==> src/rtl/stream_mac_pkg.sv <==
// Shared types and widths for the 8-bit multiply-accumulate stream (feeder and accumulator).
package stream_mac_pkg;

  localparam int DATA_W = 8;
  localparam int ACC_W  = 16;
  localparam int RD_AW  = 6;

  typedef enum logic [2:0] {
    IDLE     = 3'd0,
    STREAM   = 3'd1,
    GAP      = 3'd2,
    WAIT_RES = 3'd3,
    DONE     = 3'd4
  } feeder_state_t;

  // Address width for a memory of the given depth, never narrower than one bit.
  function automatic int addr_width(input int depth);
    return (depth > 1) ? $clog2(depth) : 1;
  endfunction

endpackage

==> src/rtl/feeder_sdp_ram.sv <==
// Simple dual-port RAM: one write port and one registered read port whose output clears when not enabled.
module feeder_sdp_ram
  import stream_mac_pkg::*;
#(
  parameter int WIDTH = 8,
  parameter int DEPTH = 16,
  localparam int AW = addr_width(DEPTH)
) (
  input  logic             clk,
  input  logic             rst_n,
  input  logic             we,
  input  logic [AW-1:0]    waddr,
  input  logic [WIDTH-1:0] wdata,
  input  logic             re,
  input  logic [AW-1:0]    raddr,
  output logic [WIDTH-1:0] rdata
);

  logic [WIDTH-1:0] mem_r [DEPTH];

  // Write port; contents deliberately survive reset.
  always_ff @(posedge clk) begin
    if (we) begin
      mem_r[waddr] <= wdata;
    end
  end

  // Registered read port; a same-cycle write to raddr returns the old word.
  always_ff @(posedge clk) begin
    if (!rst_n) begin
      rdata <= {WIDTH{1'b0}};
    end else if (re) begin
      rdata <= mem_r[raddr];
    end else begin
      rdata <= {WIDTH{1'b0}};
    end
  end

endmodule

==> src/rtl/stream_vector_feeder.sv <==
// Source end of the MAC stream: replays one activation vector against ROWS weight rows
// as gap-controlled bursts and collects the returned dot products for readback.
module stream_vector_feeder
  import stream_mac_pkg::*;
#(
  parameter int LENGTH = 10,
  parameter int ROWS   = 4,
  parameter int GAP    = 0,
  localparam int AW = addr_width(ROWS * LENGTH)
) (
  input  logic              clk,
  input  logic              rst_n,
  input  logic              wr_en,
  input  logic              wr_sel,
  input  logic [AW-1:0]     wr_addr,
  input  logic [DATA_W-1:0] wr_data,
  input  logic              start,
  output logic              busy,
  output logic              done,
  output logic              out_valid,
  output logic [DATA_W-1:0] a,
  output logic [DATA_W-1:0] b,
  input  logic              res_valid,
  input  logic [ACC_W-1:0]  res_data,
  input  logic [RD_AW-1:0]  rd_addr,
  output logic [ACC_W-1:0]  rd_data
);

  localparam int ABW = addr_width(LENGTH);
  localparam int RAW = addr_width(ROWS);
  localparam logic [7:0]  LAST_BEAT   = 8'(LENGTH - 1);
  localparam logic [5:0]  LAST_ROW    = 6'(ROWS - 1);
  localparam logic [15:0] LAST_GAP    = 16'((GAP > 0) ? GAP - 1 : 0);
  localparam logic [6:0]  ROWS_C      = 7'(ROWS);
  localparam logic [AW:0] ACT_DEPTH_C = (AW + 1)'(LENGTH);
  localparam logic [AW:0] WGT_DEPTH_C = (AW + 1)'(ROWS * LENGTH);

  feeder_state_t     state_r;
  logic [7:0]        beat_r;
  logic [5:0]        row_r;
  logic [15:0]       gap_cnt_r;
  logic [6:0]        res_cnt_r;
  logic [AW-1:0]     wgt_addr_r;
  logic              busy_r;
  logic              done_r;
  logic              out_valid_r;
  logic [DATA_W-1:0] a_r;
  logic [DATA_W-1:0] act_r [LENGTH];

  logic              issue_s;
  logic [7:0]        issue_beat_s;
  logic [AW-1:0]     issue_addr_s;
  logic              act_we_s;
  logic              wgt_we_s;
  logic              res_we_s;
  logic              rd_ok_s;
  logic [DATA_W-1:0] wgt_q_s;
  logic [ACC_W-1:0]  rd_q_s;

  assign act_we_s = wr_en && !wr_sel && (state_r == IDLE) && ({1'b0, wr_addr} < ACT_DEPTH_C);
  assign wgt_we_s = wr_en && wr_sel && (state_r == IDLE) && ({1'b0, wr_addr} < WGT_DEPTH_C);
  assign res_we_s = res_valid && (res_cnt_r < ROWS_C) &&
                    ((state_r == STREAM) || (state_r == stream_mac_pkg::GAP) || (state_r == WAIT_RES));
  assign rd_ok_s  = ({1'b0, rd_addr} < ROWS_C);

  // Decide the beat that will be on the stream next cycle, so a and b can be registered.
  always_comb begin
    issue_s      = 1'b0;
    issue_beat_s = 8'd0;
    issue_addr_s = wgt_addr_r + AW'(1);
    case (state_r)
      IDLE: begin
        if (start) begin
          issue_s      = 1'b1;
          issue_addr_s = {AW{1'b0}};
        end else begin
          issue_s = 1'b0;
        end
      end
      STREAM: begin
        if (beat_r != LAST_BEAT) begin
          issue_s      = 1'b1;
          issue_beat_s = beat_r + 8'd1;
        end else if ((row_r != LAST_ROW) && (GAP == 0)) begin
          issue_s = 1'b1;
        end else begin
          issue_s = 1'b0;
        end
      end
      stream_mac_pkg::GAP: begin
        if (gap_cnt_r == LAST_GAP) begin
          issue_s = 1'b1;
        end else begin
          issue_s = 1'b0;
        end
      end
      default: issue_s = 1'b0;
    endcase
  end

  // Activation buffer, loadable only while idle.
  always_ff @(posedge clk) begin
    if (act_we_s) begin
      act_r[wr_addr[ABW-1:0]] <= wr_data;
    end
  end

  // Run sequencing, stream registers and result counting.
  always_ff @(posedge clk) begin
    if (!rst_n) begin
      state_r     <= IDLE;
      beat_r      <= 8'd0;
      row_r       <= 6'd0;
      gap_cnt_r   <= 16'd0;
      res_cnt_r   <= 7'd0;
      wgt_addr_r  <= {AW{1'b0}};
      busy_r      <= 1'b0;
      done_r      <= 1'b0;
      out_valid_r <= 1'b0;
      a_r         <= {DATA_W{1'b0}};
    end else begin
      out_valid_r <= issue_s;
      a_r         <= issue_s ? act_r[issue_beat_s[ABW-1:0]] : {DATA_W{1'b0}};
      done_r      <= 1'b0;
      if (issue_s) begin
        beat_r     <= issue_beat_s;
        wgt_addr_r <= issue_addr_s;
      end
      if (res_we_s) begin
        res_cnt_r <= res_cnt_r + 7'd1;
      end
      case (state_r)
        IDLE: begin
          if (start) begin
            state_r   <= STREAM;
            busy_r    <= 1'b1;
            row_r     <= 6'd0;
            res_cnt_r <= 7'd0;
          end
        end
        STREAM: begin
          if (beat_r == LAST_BEAT) begin
            if (row_r == LAST_ROW) begin
              state_r <= WAIT_RES;
            end else begin
              row_r <= row_r + 6'd1;
              if (GAP != 0) begin
                state_r   <= stream_mac_pkg::GAP;
                gap_cnt_r <= 16'd0;
              end
            end
          end
        end
        stream_mac_pkg::GAP: begin
          if (gap_cnt_r == LAST_GAP) begin
            state_r <= STREAM;
          end else begin
            gap_cnt_r <= gap_cnt_r + 16'd1;
          end
        end
        WAIT_RES: begin
          // Results may all have arrived while still streaming.
          if ((res_cnt_r == ROWS_C) || (res_we_s && (res_cnt_r == ROWS_C - 7'd1))) begin
            state_r <= DONE;
            done_r  <= 1'b1;
            busy_r  <= 1'b0;
          end
        end
        DONE:    state_r <= IDLE;
        default: state_r <= IDLE;
      endcase
    end
  end

  feeder_sdp_ram #(.WIDTH(DATA_W), .DEPTH(ROWS * LENGTH)) u_wgt_mem (
    .clk   (clk),
    .rst_n (rst_n),
    .we    (wgt_we_s),
    .waddr (wr_addr),
    .wdata (wr_data),
    .re    (issue_s),
    .raddr (issue_addr_s),
    .rdata (wgt_q_s)
  );

  feeder_sdp_ram #(.WIDTH(ACC_W), .DEPTH(ROWS)) u_res_mem (
    .clk   (clk),
    .rst_n (rst_n),
    .we    (res_we_s),
    .waddr (res_cnt_r[RAW-1:0]),
    .wdata (res_data),
    .re    (rd_ok_s),
    .raddr (rd_addr[RAW-1:0]),
    .rdata (rd_q_s)
  );

  assign busy      = busy_r;
  assign done      = done_r;
  assign out_valid = out_valid_r;
  assign a         = a_r;
  assign b         = wgt_q_s;
  assign rd_data   = rd_q_s;

endmodule

==> config.mk <==
export PLATFORM = sky130hd
export DESIGN_NAME = stream_vector_feeder
export DESIGN_NICKNAME = d
export VERILOG_FILES = /design/src/rtl/stream_mac_pkg.sv /design/src/rtl/feeder_sdp_ram.sv /design/src/rtl/stream_vector_feeder.sv
export SDC_FILE = /design/constraint.sdc
export NUM_CORES = 1
export LEC_CHECK = 0
export ABC_AREA = 1
export CELL_PAD_IN_SITES_DETAIL_PLACEMENT = 1
export CELL_PAD_IN_SITES_GLOBAL_PLACEMENT = 1
export CORE_MARGIN = 5
export CORE_UTILIZATION = 32
export CTS_CLUSTER_DIAMETER = 30
export DETAILED_ROUTE_END_ITERATION = 10
export GPL_ROUTABILITY_DRIVEN = 1
export GPL_TIMING_DRIVEN = 0
export PLACE_DENSITY = 0.55
export SETUP_SLACK_MARGIN = 0.05
export SLEW_MARGIN = 20
export SYNTH_ARGS = -nofsm -noshare
export SYNTH_HDL_FRONTEND = slang
export SYNTH_SLANG_ARGS = --single-unit
export TNS_END_PERCENT = 10
==> constraint.sdc <==
create_clock -name clk -period 3.2 [get_ports clk]
set_input_delay 0.64 -clock clk [delete_from_list [all_inputs] [get_ports clk]]
set_output_delay 0.64 -clock clk [all_outputs]
set_load 0.03 [all_outputs]
==> reports/metrics.yaml, run 1 <==
start_util_pct: 32.2
fin_crit_ps: 3080
numCtsBuffers: 139
synth.distinct_cells: 41
synth_most_common_cell: "edfxtp_1"
synth_top_area_share_pct: 60.6
outcome: "complete, no violations"
synth-edff-count: 464
power.leakage_nw: 11.3
hold_depth: 1
cts_hold_buffers: 0
timing.fmax_ghz: 0.325
end_kind: "flop"
first_iter_violations: 950
hold_viol: 0
avgRoutedWirePerCell_um: 21.3
routed_via_density: 4.83
hold_class: "primary input to flop"
place.detailed.hpwl_mm: 48.9
syn_area_um2: 23000
grt_pass1_vias: 17600
nFillCells: 7677
num-nets-final: 2366
antenna_cells: 0
drc_errors: 0
pin_count: 77
required_ps: 3510
yosys_warnings: 0
yosys-top-cells-count: "edfxtp_1 (464), nand3_1 (338), nand2_1 (293), inv_1 (253), nor2_1 (181)"
timing.rr.start: "state_r[2]"
clkTransAtPathRegs_ps: 50
worstRegToRegCells: 7
synthArstFlopShare_pct: 0
tightest_slew_ps: 1160
startpoint: "wr_addr[3]"
place_congestion: 0.828
clock_latency_ps: 700
stdcell_count: 3378
gr-total-overflow: 0
grt_pass1_wl_mm: 108
syn_nets: 2140
drive_gt1_share_pct: 15.4
grt.total_usage_pct: 18.5
yosys-top-cells-area: "edfxtp_1 (61%), nand3_1 (7.4%), dfxtp_1 (7.1%), nand2_1 (4.8%), inv_1 (4.1%)"
antenna_found_initial: 1
crit_fanout: 8
p_per_area_nw_per_um2: 971
die_area_um2: 77300
die_height_um: 278
max_slew_margin_pct: 22.6
ys_seq_elements: 545
drv_cap: 0
coreArea_um2: 71400
wl_mm: 72.1
cts_root_buf: "clkbuf_16"
route.vias.total: 16300
grt_max_degree: 51
syn_to_final_growth_pct: 30.0
reg2reg_setup_slack_ps: 180
r2r-end: "u_wgt_mem.mem_r[26][7]"
worst_setup_path_start_kind: "primary input"
cts_max_level: 4
synth_top_area_cell: "edfxtp_1"
synthCells: 2088
power.total_mw: 29.0
setup_viol: 0
period_share_pct: 96.2
rsz0062_at_grt: "true"
seq_area_um2: 15600
timing.hold.ws_ps: 337
cts_tree: "built"
irDropWorstVdd_uv: 469
skew_ps: 27.6
io_buffers: 74
multiInputGateArea_um2: 5950
crit_path_end: "u_wgt_mem.mem_r[26][7]"
clockBufferDepth: 3
setup.worst_path.class: "primary input to flop"
syn_area_per_cell_um2: 11.0
antenna_left: 0
fin_util_pct: 41.9
crit_arrival_ps: 3380
drv_slew: 0
num_rows: 98
dr.pass1.iters: 5
chipWidth_um: 278
dp_cells: 3123
cts_setup_buffers: 0
yosysSeqAreaShare_pct: 67.6
cts.sinks: 545
synthFlopType: "edfxtp_1"
-- final cells by class --
class | instances | area share (%)
multi-input cells | 1178 | 19.9
repair buffers | 85 | 2.98
clock buffers | 164 | 12.5
flip-flops and latches | 545 | 52.0
inverters | 263 | 3.30
plain buffers | 102 | 1.77
clock inverters | 91 | 3.55
well taps | 950 | 3.98
-- cell families after synthesis --
kind of cell / Yosys count / synth area share [%]
simple gates: 977 / 20.1
flops: 545 / 67.6
buf+inv: 365 / 6.59
compound gates: 187 / 4.93
fa+ha+maj: 10 / 0.544
xor+xnor: 4 / 0.152
-- critical path, cell delays in order --
cell	delay, ps
clkdlybuf4s50_1	560
nor2_1	340
nor2_1	100
nor3_2	290
inv_1	160
nor3_2	190
nand2_1	380
nor2_1	720
-- where the power goes --
group          leakage, nW  total, mW  switching [mW]  internal (mW)
sequential            4.83       8.08           0.110           7.97
combinational         4.14       6.84            4.92           1.93
clock                 2.33       14.1            4.34           9.75
-- registers in the layout, indices dropped and copies added, names as in the netlist, 3 cells and up --
register         flops
gap_cnt_r           16
a                    8
u_res_mem.rdata     16
u_wgt_mem.rdata      8
wgt_addr_r           6
row_r                6
res_cnt_r            7
act_r               80
beat_r               8
u_wgt_mem.mem_r    320
state_r              3
u_res_mem.mem_r     64
-- layer usage --
metal / up-vias / GRT usage [%] / wire length, um
met5: - / 0 / 0
met4: 0 / 7.32 / 2330
met3: 153 / 4.18 / 3360
met2: 381 / 30.8 / 34300
met1: 8074 / 23.7 / 32100
li1: 7720 / - / -
-- layout by cell type, fill, tap and decap left out, drive strengths merged, types with 3 or more instances in the layout --
master and n:
bufinv 18, nor4 6, a21oi 61, o211ai 40, nand4 7, nor3b 4, clkbuf 195, edfxtp 464
o221ai 16, nand2 296, buf 90, ha 10, nand3b 80, xor2 3, inv 274, clkinv 53
o21ai 63, nand3 343, nor2 185, or2 34, nor3 22, clkinvlp 9, dfxtp 81, clkdlybuf4s50 66
-- how the worst min path moves through the flow --
stage	startpoint	to	slack [ps]
2_1_floorplan	res_cnt_r[6]	res_cnt_r[6]	420
3_3_place_gp	res_cnt_r[6]	res_cnt_r[6]	420
3_5_place_dp	res_cnt_r[6]	res_cnt_r[6]	430
4_1_cts	wr_data[5]	u_wgt_mem.mem_r[10][5]	300
5_1_grt	wr_data[5]	u_wgt_mem.mem_r[11][5]	300
6_report	wr_data[5]	u_wgt_mem.mem_r[10][5]	340
-- what timing repair did --
item,in CTS,in global routing
hold endpoints to repair,0,0
gates resized for setup,0,5
endpoints found under the setup margin,0,58
-- stage by stage --
step | worst slack [ps] | instance area (um^2) | setup TNS, ps
finish | 123 | 29900 | 0
global route | -61.3 | 29900 | -1440
CTS | 86.6 | 29900 | 0
detailed placement | -548 | 25100 | -83070
global placement | -776 | 24900 | -255640
floorplan | 719 | 23000 | 0
(Power assumes the default switching activity.)
==> run 2: changes to the inputs <==
SLEW_MARGIN = unset   (was 20)
==> run 2 against run 1 <==
Compared with the run above: power decreased by 1.4%; routed wire length unchanged; worst setup slack gained 17 ps; final cell count about the same; sequential power about the same; non-clock buffer count up 1; cell area down 0.34%; flip-flop and latch count unchanged; sequential share of layout area rose by 0.18 points; maximum frequency is 0.56% higher.
==> reports/metrics.yaml, run 2 (same netlist as run 1, synthesis figures left out) <==
clockBufferDepth: 3  # unchanged
sw_frac_of_total_pct: 32.7  # +0.37 points
cts_resized: 0  # unchanged
cts_hold_buffers: 0  # unchanged
route.vias.total: 16300  # +0.073%
chipWidth_um: 278  # unchanged
pwr-share-comb_pct: 23.8  # +0.2 points
antenna_found_initial: 1  # unchanged
pin_count: 77  # unchanged
dp_cells: 3124  # +0.032%
drv_slew: 0  # unchanged
num_rows: 98  # unchanged
first_iter_violations: 953  # +0.32%
grt_pass1_wl_mm: 108  # -0.21%
cts_tree: "built"
cts_root_buf: "clkbuf_16"
period_share_pct: 95.6  # -0.54 points
gr-total-overflow: 0  # unchanged
layout_common_cells: "edfxtp_1 (464), nand3_1 (338), nand2_1 (293)"
die_height_um: 278  # unchanged
dr.pass1.iters: 7  # +2
drc_errors: 0  # unchanged
wl_met3_mm: 3.49  # +3.9%
start_util_pct: 32.2  # unchanged
cts_setup_buffers: 0  # unchanged
crit_arrival_ps: 3360  # -20 ps
hold_viol: 0  # unchanged
outcome: "complete, no violations"
num-nets-final: 2366  # unchanged
routed_via_density: 4.84  # about the same
met2_length_mm: 34.4  # +0.24%
power.total_mw: 28.6  # -1.4%
cp_common_cell: "nor3_2"
die_area_um2: 77300  # unchanged
stdcell_count: 3379  # +0.030%
irDropWorstVdd_uv: 571  # +22%
skew_ps: 21.5  # -6.10 ps
p_per_area_nw_per_um2: 961  # -1.0%
cts_max_level: 4  # unchanged
drive_gt1_share_pct: 15.3  # -0.047 points
grt_pass1_vias: 17400  # -1.3%
cts.sinks: 545  # unchanged
power.leakage_nw: 11.2  # -0.69%
end_kind: "flop"
place_congestion: 0.828  # unchanged
coreArea_um2: 71400  # unchanged
worst_setup_path_start_kind: "flop"
fin_util_pct: 41.7  # -0.14 points
antenna_left: 0  # unchanged
syn_to_final_growth_pct: 29.5
hold_class: "primary input to flop"
avgRoutedWirePerCell_um: 21.3  # about the same
p_int_mw: 19.3  # -1.9%
regMostFlops: "u_wgt_mem.mem_r"
place.detailed.hpwl_mm: 49.6  # +1.5%
timing.fmax_ghz: 0.327  # +0.56%
path_cells: "nor2_4 -> nand3_1 -> nor3_2 -> inv_1 -> nor3_2 -> nand2_1 -> nor2_1"
setup.worst_path.class: "flop to flop"
rsz0062_at_grt: "true"
power.switching_mw: 9.34  # -0.25%
reg2reg_setup_slack_ps: 140  # -40 ps
grt.total_usage_pct: 18.5  # about the same
seq_area_um2: 15600  # unchanged
antenna_cells: 0  # unchanged
io_buffers: 74  # unchanged
clock_latency_ps: 690  # about the same
largest_register_ffs: 320  # unchanged
slowest_stage: "nor2_1"
max_slew_margin_pct: 24.9  # +2.3 points
tightest_slew_ps: 1120  # -34.9 ps
setup_viol: 0  # unchanged
clkTransAtPathRegs_ps: 50  # about the same
highest_layer: "met4"
nFillCells: 7729  # +0.68%
grt_max_degree: 41  # -20%
multiInputGateArea_um2: 5950  # unchanged
max_stage_delay_ps: 730  # about the same
drv_cap: 0  # unchanged
crit_family: "simple AND/OR/NAND/NOR gates"
timing.hold.ws_ps: 364  # +27.2 ps
fin_crit_ps: 3060  # -17.1 ps
wl_mm: 72.1  # unchanged
required_ps: 3500  # about the same
route.layer.met1.wl_mm: 31.9  # -0.47%
crit_fanout: 8  # unchanged
pwr-share-seq_pct: 28.2  # +0.3 points
critical_path_buf_inv_count: 1  # -1
clkPwrFrac_pct: 48.0  # -0.6 points
layout_commonest_cell: "edfxtp_1"
numCtsBuffers: 138  # -0.72%
run 2: changes by cell type in the layout (fill, tap and decap cells not counted), sizes merged:
cell | previous run | this run
clkinvlp | 9 | 17
clkbuf | 195 | 190
bufinv | 18 | 15
buf | 90 | 91
clkinv | 53 | 52
inv | 274 | 275
run 2: final timing paths:
check               startpoint                     end  cells after the start
setup / recovery    state_r[2]  u_wgt_mem.mem_r[26][7]                      7
hold / removal      wr_data[3]             act_r[5][3]                      1
setup reg to reg    state_r[2]  u_wgt_mem.mem_r[26][7]                      7
hold reg to reg   res_cnt_r[6]            res_cnt_r[6]                      2
run 2: through the flow:
stage | setup WS [ps] | area, um^2 | TNS (ps)
floorplan | 719 | 23000 | 0
global route | 2.29 | 29800 | 0
detailed placement | -492 | 25100 | -74640
finish | 140 | 29800 | 0
global placement | -776 | 24900 | -255640
CTS | 134 | 29800 | 0
run 2: cell type report:
type	count	share of cell area, %
plain buffers	102	1.77
clock buffers	159	12.2
clock inverters	96	3.41
inverters	263	3.31
multi-input cells	1178	20.0
flip-flops and latches	545	52.2
well taps	950	3.99
repair buffers	86	3.08
run 2: per-layer routing:
layer	GRT usage [%]	vias up
met5	0	-
met4	7.32	0
met3	3.55	126
met2	30.8	422
met1	24.1	8065
li1	-	7727
run 2: power groups by stage:
stage,registers [mW],clock network (mW),logic (mW)
global placement,8.21,0,6.68
global route,8.10,14.4,7.43
finish,8.08,13.7,6.81
CTS,8.08,14.0,6.88
floorplan,8.33,0,3.86
detailed placement,8.20,0,6.84
==> run 3: changes to the inputs <==
CELL_PAD_IN_SITES_GLOBAL_PLACEMENT = 2   (was 1)
CTS_CLUSTER_DIAMETER = unset   (was 30)
PLACE_DENSITY = 0.64   (was 0.55)
clock period = 3.1 ns   (was 3.2 ns; I/O delays follow)
==> run 3 against run 2 <==
Compared with the run above: worst setup slack got worse by 110 ps; flip-flop and latch count unchanged; final cell count fell by 4.1%; register-to-register slack lost 110 ps; critical path depth unchanged; maximum frequency is 0.20% lower; sequential share of layout area is 5.0 points higher; highest routed layer is now met5.
==> reports/metrics.yaml, run 3 (same netlist as run 1, synthesis figures left out) <==
outcome: "complete, no violations"
chipWidth_um: 278  # unchanged
dp_cells: 3123  # -0.032%
clkPwrFrac_pct: 32.4  # -16 points
setup_viol: 0  # unchanged
layout_commonest_cell: "edfxtp_1"
routed_via_density: 4.90  # +1.4%
place.detailed.hpwl_mm: 49.8  # +0.27%
gr-total-overflow: 0  # unchanged
fin_crit_ps: 3070  # +6.14 ps
antenna_cells: 0  # unchanged
tightest_slew_ps: 1200  # +80.2 ps
max_stage_delay_ps: 710  # -20 ps
layout_common_cells: "edfxtp_1 (464), nand3_1 (338), nand2_1 (293)"
required_ps: 3320  # -180 ps
fin_util_pct: 38.1  # -3.6 points
crit_path_end: "u_wgt_mem.mem_r[25][3]"
sw_frac_of_total_pct: 36.1  # +3.4 points
pin_count: 77  # unchanged
cp_common_cell: "nor3_2"
p_int_mw: 14.6  # -24%
numCtsBuffers: 66  # -52%
grt_max_degree: 51  # +24%
grt_pass1_wl_mm: 106  # -1.7%
startpoint: "state_r[2]"
cts.sinks: 545  # unchanged
num-nets-final: 2293  # -3.1%
grt_pass1_vias: 16600  # -4.3%
regMostFlops: "u_wgt_mem.mem_r"
avgRoutedWirePerCell_um: 22.1  # +3.4%
worst_setup_path_start_kind: "flop"
io_buffers: 74  # unchanged
antenna_found_initial: 1  # unchanged
p_per_area_nw_per_um2: 842  # -12%
antenna_left: 0  # unchanged
syn_to_final_growth_pct: 18.3
max_slew_margin_pct: 19.7  # -5.2 points
period_share_pct: 98.9  # +3.3 points
skew_ps: 21.0  # -0.520 ps
grt.total_usage_pct: 18.2  # -0.34 points
nFillCells: 7873  # +1.9%
start_util_pct: 32.2  # unchanged
crit_arrival_ps: 3280  # -80 ps
largest_register_ffs: 320  # unchanged
drc_errors: 0  # unchanged
timing.hold.ws_ps: 437  # +73.3 ps
pwr-share-comb_pct: 31.2  # +7.4 points
cts_hold_buffers: 0  # unchanged
place_congestion: 0.817  # -1.4%
coreArea_um2: 71400  # unchanged
drv_slew: 0  # unchanged
r2r-end: "u_wgt_mem.mem_r[25][3]"
power.switching_mw: 8.26  # -12%
worstRegToRegCells: 7  # unchanged
stdcell_count: 3240  # -4.1%
rsz0062_at_grt: "true"
wl_mm: 71.5  # -0.85%
num_rows: 98  # unchanged
placed_area_um2: 25100  # -0.10%
slowest_stage: "nor2_1"
cts_tree: "built"
route.vias.total: 15900  # -2.8%
timing.rr.start: "state_r[2]"
power.leakage_nw: 10.0  # -11%
cts_max_level: 3  # -1
clock_latency_ps: 590  # -100 ps
end_kind: "flop"
timing.fmax_ghz: 0.326  # -0.20%
path_cells: "nor2_4 -> nand3_1 -> nor3_2 -> inv_1 -> nor3_2 -> nand2_1 -> nor2_1"
crit_fanout: 8  # unchanged
die_area_um2: 77300  # unchanged
hold_class: "flop to flop"
reg2reg_setup_slack_ps: 30  # -110 ps
drv_cap: 0  # unchanged
stdcell_area_um2: 27200  # -8.7%
setup-tns-final_ps: 0  # unchanged
hold_viol: 0  # unchanged
pwr-share-seq_pct: 36.3  # +8.1 points
clockBufferDepth: 3  # unchanged
clkTransAtPathRegs_ps: 60  # about the same
dr.pass1.iters: 4  # -3
die_height_um: 278  # unchanged
irDropWorstVdd_uv: 462  # -19%
setup.worst_path.class: "flop to flop"
cts_root_buf: "clkbuf_16"
first_iter_violations: 922  # -3.3%
drive_gt1_share_pct: 10.8  # -4.5 points
run 3: layer usage:
| layer | wire length (um) | track usage, % | vias to the layer above |
|---|---|---|---|
| li1 | - | - | 7514 |
| met1 | 32700 | 24.5 | 7973 |
| met2 | 34400 | 30.6 | 292 |
| met3 | 2630 | 3.10 | 108 |
| met4 | 1760 | 4.92 | 2 |
| met5 | 13 | 0 | - |
run 3: per-stage QoR:
stage               total power, mW  setup slack (ps)
floorplan                      12.6               639
global placement               15.5              -755
detailed placement             15.7              -574
CTS                            23.2              7.75
global route                   24.0              -158
finish                         22.9              34.1
run 3: timing repair:
action,CTS,global route
gates resized for setup,1,7
endpoints found under the setup margin,25,160
buffers inserted,0,0
run 3: layout make-up:
class / instances / area [um^2] / area share (%)
Multi-Input combinational cell: 1178 / 5950 / 21.9
Timing Repair Buffer: 85 / 906 / 3.33
Inverter: 263 / 987 / 3.63
Tap cell: 950 / 1190 / 4.37
Buffer: 102 / 529 / 1.95
Clock buffer: 86 / 1840 / 6.77
Sequential cell: 545 / 15600 / 57.2
Clock inverter: 31 / 234 / 0.860
run 3: power by group through the flow:
stage	sequential (mW)	combinational, mW	clock [mW]
floorplan	8.60	3.99	0
global placement	8.48	7.04	0
detailed placement	8.47	7.21	0
CTS	8.32	7.22	7.62
global route	8.34	7.76	7.92
finish	8.32	7.15	7.43
run 3: worst min path at each step:
stage | to | start | cells after the start | slack, ps
after global routing | act_r[8][3] | wr_data[3] | 1 | 460
after global placement | res_cnt_r[6] | res_cnt_r[6] | 2 | 420
final | res_cnt_r[6] | res_cnt_r[6] | 2 | 440
after floorplan | res_cnt_r[6] | res_cnt_r[6] | 2 | 420
after detailed placement | res_cnt_r[6] | res_cnt_r[6] | 2 | 430
after CTS | res_cnt_r[6] | res_cnt_r[6] | 2 | 440
run 3: critical path, delay by kind of cell, from the launching register on:
family | cells | cell delay (ps)
and+or+nand+nor | 6 | 2170
DFF | 1 | 360
buffers and inverters | 1 | 150
